<file path="config.mk">
export PLATFORM = sky130hd
export DESIGN_NAME = uart_boot_loader_flat
export DESIGN_NICKNAME = d
export VERILOG_FILES = /design/src/rtl/uart_boot_loader_if.sv /design/src/rtl/uart_boot_loader.sv /design/src/flat_wrapper.sv
export SDC_FILE = /design/constraint.sdc
export NUM_CORES = 1
export LEC_CHECK = 0
export CAP_MARGIN = 5
export CORE_AREA = 2 2 99 92
export DETAILED_ROUTE_END_ITERATION = 8
export DIE_AREA = 0 0 101 94
export GPL_TIMING_DRIVEN = 0
export PLACE_DENSITY_LB_ADDON = 0.3
export SYNTH_ARGS = -nofsm -noshare
export SYNTH_HDL_FRONTEND = slang
export SYNTH_SLANG_ARGS = --single-unit
export TNS_END_PERCENT = 100
</file>
<file path="constraint.sdc">
create_clock -name clk -period 3.2 [get_ports clk]
set_input_delay 0.32 -clock clk [delete_from_list [all_inputs] [get_ports clk]]
set_output_delay 0.32 -clock clk [all_outputs]
set_load 0.05 [all_outputs]
</file>
<file path="src/rtl/uart_boot_loader_if.sv">
// Boot-loader signal bundle.
// Groups the UART input, the loader enable, the received-byte stream, the
// program-memory write port and the loader status flags.
//   master : the boot loader (drives byte stream, write port and status)
//   slave  : the environment (drives rx_i and en, observes the rest)
interface uart_boot_loader_if #(
  parameter int ADDR_W = 8
);
  logic              rx_i;
  logic              en;
  logic              byte_valid;
  logic [7:0]        byte_data;
  logic              frame_err;
  logic              wr_en;
  logic [ADDR_W-1:0] wr_addr;
  logic [31:0]       wr_data;
  logic              load_active;
  logic              done;
  logic              err;

  modport master (
    input  rx_i, en,
    output byte_valid, byte_data, frame_err,
    output wr_en, wr_addr, wr_data,
    output load_active, done, err
  );

  modport slave (
    output rx_i, en,
    input  byte_valid, byte_data, frame_err,
    input  wr_en, wr_addr, wr_data,
    input  load_active, done, err
  );
endinterface

</file>
<file path="src/rtl/uart_boot_loader.sv">
// UART boot loader for the P_Risc program memory.
// An 8N1 receiver samples each bit in its middle and reports good bytes
// (byte_valid/byte_data) or bad stop bits (frame_err). The loader FSM takes
// a count byte N followed by N little-endian 32-bit words and writes them to
// consecutive word addresses starting at 0.
// Ports:
//   clk  : system clock
//   rst  : synchronous active-high reset
//   bus  : uart_boot_loader_if.master (rx_i, en in; byte stream, memory
//          write port wr_en/wr_addr/wr_data, load_active/done/err out)
module uart_boot_loader #(
  parameter int CLKS_PER_BIT = 87,
  parameter int ADDR_W       = 8
) (
  input  logic                clk,
  input  logic                rst,
  uart_boot_loader_if.master  bus
);

  localparam int CNT_W = $clog2(CLKS_PER_BIT);
  localparam logic [CNT_W-1:0] BIT_LAST  = CNT_W'(CLKS_PER_BIT - 1);
  localparam logic [CNT_W-1:0] HALF_LAST = CNT_W'(CLKS_PER_BIT / 2 - 1);

  typedef enum logic [1:0] {R_IDLE, R_START, R_DATA, R_STOP} rx_state_t;
  typedef enum logic [2:0] {L_IDLE, L_COUNT, L_WORD, L_DONE, L_ERR} ld_state_t;

  // Synchronizer and receiver state
  logic             rx_m, rx_s;
  rx_state_t        rstate, rstate_n;
  logic [CNT_W-1:0] cnt, cnt_n;
  logic [2:0]       bit_idx, bit_idx_n;
  logic [7:0]       shreg, shreg_n;
  logic             byte_valid_q, byte_valid_n;
  logic             frame_err_q, frame_err_n;
  logic [7:0]       byte_data_q, byte_data_n;

  // Loader state
  ld_state_t         lstate, lstate_n;
  logic [7:0]        count, count_n;
  logic [7:0]        words, words_n;
  logic [1:0]        idx, idx_n;
  logic [23:0]       word_buf, word_buf_n;
  logic              wr_en_q, wr_en_n;
  logic [ADDR_W-1:0] wr_addr_q, wr_addr_n;
  logic [31:0]       wr_data_q, wr_data_n;

  always_ff @(posedge clk) begin
    if (rst) begin
      rx_m         <= 1'b1;
      rx_s         <= 1'b1;
      rstate       <= R_IDLE;
      cnt          <= '0;
      bit_idx      <= '0;
      shreg        <= '0;
      byte_valid_q <= 1'b0;
      frame_err_q  <= 1'b0;
      byte_data_q  <= '0;
      lstate       <= L_IDLE;
      count        <= '0;
      words        <= '0;
      idx          <= '0;
      word_buf     <= '0;
      wr_en_q      <= 1'b0;
      wr_addr_q    <= '0;
      wr_data_q    <= '0;
    end else begin
      rx_m         <= bus.rx_i;
      rx_s         <= rx_m;
      rstate       <= rstate_n;
      cnt          <= cnt_n;
      bit_idx      <= bit_idx_n;
      shreg        <= shreg_n;
      byte_valid_q <= byte_valid_n;
      frame_err_q  <= frame_err_n;
      byte_data_q  <= byte_data_n;
      lstate       <= lstate_n;
      count        <= count_n;
      words        <= words_n;
      idx          <= idx_n;
      word_buf     <= word_buf_n;
      wr_en_q      <= wr_en_n;
      wr_addr_q    <= wr_addr_n;
      wr_data_q    <= wr_data_n;
    end
  end

  // Receiver: start bit is re-checked at half a bit, so every later sample
  // lands in the middle of its bit cell.
  always_comb begin
    rstate_n     = rstate;
    cnt_n        = cnt;
    bit_idx_n    = bit_idx;
    shreg_n      = shreg;
    byte_valid_n = 1'b0;
    frame_err_n  = 1'b0;
    byte_data_n  = byte_data_q;
    case (rstate)
      R_IDLE: begin
        if (!rx_s) begin
          rstate_n = R_START;
          cnt_n    = '0;
        end
      end
      R_START: begin
        if (cnt == HALF_LAST) begin
          cnt_n     = '0;
          bit_idx_n = '0;
          rstate_n  = rx_s ? R_IDLE : R_DATA;
        end else begin
          cnt_n = cnt + CNT_W'(1);
        end
      end
      R_DATA: begin
        if (cnt == BIT_LAST) begin
          cnt_n     = '0;
          shreg_n   = {rx_s, shreg[7:1]};
          bit_idx_n = bit_idx + 3'd1;
          if (bit_idx == 3'd7) rstate_n = R_STOP;
        end else begin
          cnt_n = cnt + CNT_W'(1);
        end
      end
      R_STOP: begin
        if (cnt == BIT_LAST) begin
          cnt_n    = '0;
          rstate_n = R_IDLE;
          if (rx_s) begin
            byte_valid_n = 1'b1;
            byte_data_n  = shreg;
          end else begin
            frame_err_n = 1'b1;
          end
        end else begin
          cnt_n = cnt + CNT_W'(1);
        end
      end
      default: rstate_n = R_IDLE;
    endcase
  end

  // Loader: the write strobe is registered; the address/word-count bump
  // happens in the cycle the strobe is visible so wr_addr matches wr_en.
  always_comb begin
    lstate_n   = lstate;
    count_n    = count;
    words_n    = words;
    idx_n      = idx;
    word_buf_n = word_buf;
    wr_en_n    = 1'b0;
    wr_addr_n  = wr_addr_q;
    wr_data_n  = wr_data_q;
    if (!bus.en) begin
      lstate_n = L_IDLE;
    end else begin
      case (lstate)
        L_IDLE: begin
          lstate_n  = L_COUNT;
          words_n   = '0;
          idx_n     = '0;
          wr_addr_n = '0;
        end
        L_COUNT: begin
          if (frame_err_q) begin
            lstate_n = L_ERR;
          end else if (byte_valid_q) begin
            count_n  = byte_data_q;
            lstate_n = (byte_data_q == 8'd0) ? L_DONE : L_WORD;
          end
        end
        L_WORD: begin
          if (wr_en_q) begin
            wr_addr_n = wr_addr_q + ADDR_W'(1);
            words_n   = words + 8'd1;
            if (words + 8'd1 == count) lstate_n = L_DONE;
          end
          if (frame_err_q) begin
            lstate_n = L_ERR;
          end else if (byte_valid_q) begin
            idx_n = idx + 2'd1;
            case (idx)
              2'd0:    word_buf_n[7:0]   = byte_data_q;
              2'd1:    word_buf_n[15:8]  = byte_data_q;
              2'd2:    word_buf_n[23:16] = byte_data_q;
              default: begin
                wr_en_n   = 1'b1;
                wr_data_n = {byte_data_q, word_buf};
              end
            endcase
          end
        end
        L_DONE, L_ERR: lstate_n = lstate;
        default:       lstate_n = L_IDLE;
      endcase
    end
  end

  assign bus.byte_valid  = byte_valid_q;
  assign bus.byte_data   = byte_data_q;
  assign bus.frame_err   = frame_err_q;
  assign bus.wr_en       = wr_en_q;
  assign bus.wr_addr     = wr_addr_q;
  assign bus.wr_data     = wr_data_q;
  assign bus.load_active = (lstate == L_COUNT) || (lstate == L_WORD);
  assign bus.done        = (lstate == L_DONE);
  assign bus.err         = (lstate == L_ERR);

endmodule

</file>
<file path="src/flat_wrapper.sv">
// flat-port wrapper written by rule: the top's interface ports become plain ports
module uart_boot_loader_flat 
#(
  parameter int CLKS_PER_BIT = 87,
  parameter int ADDR_W       = 8
)
  (clk, rst, bus_rx_i, bus_en, bus_byte_valid, bus_byte_data, bus_frame_err, bus_wr_en, bus_wr_addr, bus_wr_data, bus_load_active, bus_done, bus_err);
  uart_boot_loader_if #(.ADDR_W(ADDR_W)) bus_i ();
  input  logic clk;
  input  logic rst;
  input wire logic [$bits(bus_i.rx_i)-1:0] bus_rx_i;
  input wire logic [$bits(bus_i.en)-1:0] bus_en;
  output wire logic [$bits(bus_i.byte_valid)-1:0] bus_byte_valid;
  output wire logic [$bits(bus_i.byte_data)-1:0] bus_byte_data;
  output wire logic [$bits(bus_i.frame_err)-1:0] bus_frame_err;
  output wire logic [$bits(bus_i.wr_en)-1:0] bus_wr_en;
  output wire logic [$bits(bus_i.wr_addr)-1:0] bus_wr_addr;
  output wire logic [$bits(bus_i.wr_data)-1:0] bus_wr_data;
  output wire logic [$bits(bus_i.load_active)-1:0] bus_load_active;
  output wire logic [$bits(bus_i.done)-1:0] bus_done;
  output wire logic [$bits(bus_i.err)-1:0] bus_err;
  assign bus_i.rx_i = bus_rx_i;
  assign bus_i.en = bus_en;
  assign bus_byte_valid = bus_i.byte_valid;
  assign bus_byte_data = bus_i.byte_data;
  assign bus_frame_err = bus_i.frame_err;
  assign bus_wr_en = bus_i.wr_en;
  assign bus_wr_addr = bus_i.wr_addr;
  assign bus_wr_data = bus_i.wr_data;
  assign bus_load_active = bus_i.load_active;
  assign bus_done = bus_i.done;
  assign bus_err = bus_i.err;
  uart_boot_loader #(.CLKS_PER_BIT(CLKS_PER_BIT), .ADDR_W(ADDR_W)) u_core (.clk(clk), .rst(rst), .bus(bus_i));
endmodule
</file>
==> impl_metrics.py <==
metrics = {
    "drt": {
        "drt_first_pass_iters": 6,
        "vias": 4484,
        "met3WireLength_microns": 929,
        "maxUsedRoutingLayer": "met4",
        "wl_met2_mm": 6.25,
        "routed_wirelength_mm": 13.0,
        "vias_per_cell": 5.82,
        "wire_per_inst_microns": 16.9,
        "drc": 0,
        "ant_nets": 0,
        "m1WireLength_mm": 5.57,
        "drt_iter0_markers": 293,
    },
    "global_routing": {
        "grt_pass1_vias": 4254,
        "grt_util_all_layers_pct": 28.7,
        "grt_start_max_net_pins": 17,
        "antenna_found_initial": 0,
        "overflow": 0,
        "grt_pass1_wl_mm": 21.1,
    },
    "hold_path": {
        "hold_path.class": "input port to flip-flop",
        "whs_path_depth": 2,
    },
    "worst_setup_path": {
        "arrival_ns": 2.18,
        "crit_required_ns": 2.88,
        "r2r_cells": 7,
        "crit_path_max_fanout": 10,
        "critPathKind": "flip-flop to primary output",
        "worstSetupEndpointType": "primary output",
        "cp-start-kind": "flip-flop",
    },
    "timing": {
        "worstMarginPinSlew_ns": 0.615,
        "fmax_mhz": 400,
        "setup_viol": 0,
        "hold_violations": 0,
        "rsz0062_at_grt": "no",
        "fin_crit_ns": 2.50,
        "skew_ns": 0.00593,
        "fin_tns_setup_ns": 0,
        "period_share_pct": 78.1,
        "hold_ws_ns": 0.354,
        "relSlewSlack_pct": 59.0,
        "drv_slew": 0,
    },
    "clock_network": {
        "cts_resized": 0,
        "clk_pin_slew_ns": 0.06,
        "clkLatencyLatePin_ns": 0.52,
        "htreeDepth": 4,
        "cts.sinks": 118,
        "root_buffer": "clkbuf_8",
        "clk_path_buf_depth": 2,
        "cts_tree": "built",
        "cts-buffers-inserted": 17,
        "post_cts_buffers": 0,
        "postCtsHoldBufs": 0,
    },
    "final_layout": {
        "area_growth_pct": 27.6,
        "layout_common_cells": "nand2_1, dfxtp_1, a21oi_1",
        "drive_above_1_share_pct": 8.52,
        "nNetsFinal": 670,
        "diodes": 0,
        "fill_cells": 590,
        "stdcell_count": 771,
    },
    "placed_design": {
        "place_congestion": 0.873,
        "dp_hpwl_mm": 8.12,
        "io_buffer_count": 57,
        "dp.cells": 739,
    },
    "synthesis": {
        "synth-edff-count": 0,
        "synth_cell_types": 49,
        "ys.flop_type": "dfxtp_1",
        "syn_avg_cell_area_sq_um": 8.54,
        "ys_ff_latch": 118,
        "yosysWarnings": 0,
        "ys_async_sr_fraction_pct": 0,
        "syn_area_sq_um": 4950,
        "syn_inst": 580,
        "ys_seq_area_share_pct": 47.7,
        "syn-num-nets": 594,
    },
    "floorplanning": {
        "core.rowCount": 32,
        "start_util_pct": 58.9,
        "core_area_sq_um": 8410,
        "die_h_microns": 94,
        "boundaryPins": 58,
        "die_x_microns": 101,
        "die-area_sq_um": 9490,
    },
    "job": {
        "max-cap-violations": 0,
    },
    "status": {
        "outcome": "complete, no violations",
    },
    "power": {
        "vdd_drop_max_uv": 407,
        "p_leak_nw": 2.24,
        "p_per_area_nw_per_um2": 588,
    },
}
[cell families after synthesis]
family                     synth area share, %
muxes                                     5.26
DFF                                       47.7
xor gates and xnor gates                  3.36
buffers and inverters                     4.83
adders and majority gates                 2.53
and+or+nand+nor                           24.2
AOI/OAI and AO/OA                         12.1
[final timing paths]
| kind | from | to | slack, ns |
|---|---|---|---|
| worst max-delay path | u_core.lstate[1] | bus_err | 0.70 |
| worst min-delay path | bus_rx_i | u_core.rx_m | 0.35 |
| worst max register to register | u_core.lstate[2] | u_core.bus.wr_data[31] | 1.18 |
| worst min register to register | u_core.rx_m | u_core.rx_s | 0.42 |
[cells in the mapped netlist, types with 4 or more instances]
cell type | n | area (sq um)
mux2i_1 | 26 | 260
buf_2 | 5 | 25.0
xor2_1 | 6 | 52.6
o21ai_0 | 8 | 40.0
nor2_1 | 52 | 195
buf_6 | 4 | 45.0
and3_1 | 7 | 43.8
inv_1 | 8 | 30.0
a311oi_1 | 6 | 52.6
a21oi_1 | 77 | 385
xnor2_1 | 13 | 114
nand2_1 | 118 | 443
ha_1 | 10 | 125
buf_4 | 9 | 67.6
nand3_1 | 37 | 185
dfxtp_1 | 118 | 2360
nand4_1 | 4 | 25.0
nor2b_1 | 4 | 25.0
nor4_1 | 4 | 25.0
clkbuf_1 | 19 | 71.3
[routing by layer]
metal | up-vias | track usage [%]
met5 | - | 0
met4 | 0 | 10.4
met3 | 32 | 5.73
met2 | 170 | 48.2
met1 | 2151 | 36.7
li1 | 2131 | -
[registers in the layout (all words and copies together), names as in the netlist, 2 cells and up, named ones only]
name and count:
u_core.count 8, u_core.idx 2, u_core.shreg 8, u_core.bus.wr_addr 8
u_core.cnt 7, u_core.words 8, u_core.word_buf 24, u_core.bus.byte_data 8
u_core.lstate 3, u_core.bus.wr_data 32, u_core.bit_idx 3
[where the power goes]
part / switching (mW) / leakage [nW] / total (mW) / internal [mW]
clock network: 0.688 / 0.315 / 2.16 / 1.47
registers: 0.00468 / 0.951 / 1.48 / 1.47
logic: 0.0566 / 0.978 / 0.0798 / 0.0233
total: 0.749 / 2.24 / 3.71 / 2.96
[critical path, stage by stage, from the launching register on]
cell and delay [ns]:
dfxtp_1 0.33, buf_4 0.17, inv_1 0.15, nand2_1 0.10
nor2_1 0.10, clkdlybuf4s50_1 0.81
[stage by stage]
stage,worst slack (ns),area [sq um],total power [mW],util (%)
2_1_floorplan,1.44,4950,1.56,-
3_3_place_gp,0.943,5650,1.59,67.2
3_5_place_dp,0.912,5650,1.59,67.2
4_1_cts,0.706,6320,3.71,75.1
5_1_grt,0.627,6320,3.78,75.1
6_report,0.701,6320,3.71,75.1
[area by class of cell]
type / instances / area (sq um) / area share (%)
buffer: 37 / 209 / 3.31
clock buffer: 21 / 449 / 7.11
clock inverter: 11 / 220 / 3.49
inverter: 8 / 30.0 / 0.475
multi-input combinational: 417 / 2350 / 37.2
sequential: 118 / 2360 / 37.4
tap: 102 / 128 / 2.02
timing repair buffer: 57 / 571 / 9.03
No activity file was read; power rests on OpenSTA's default activity.
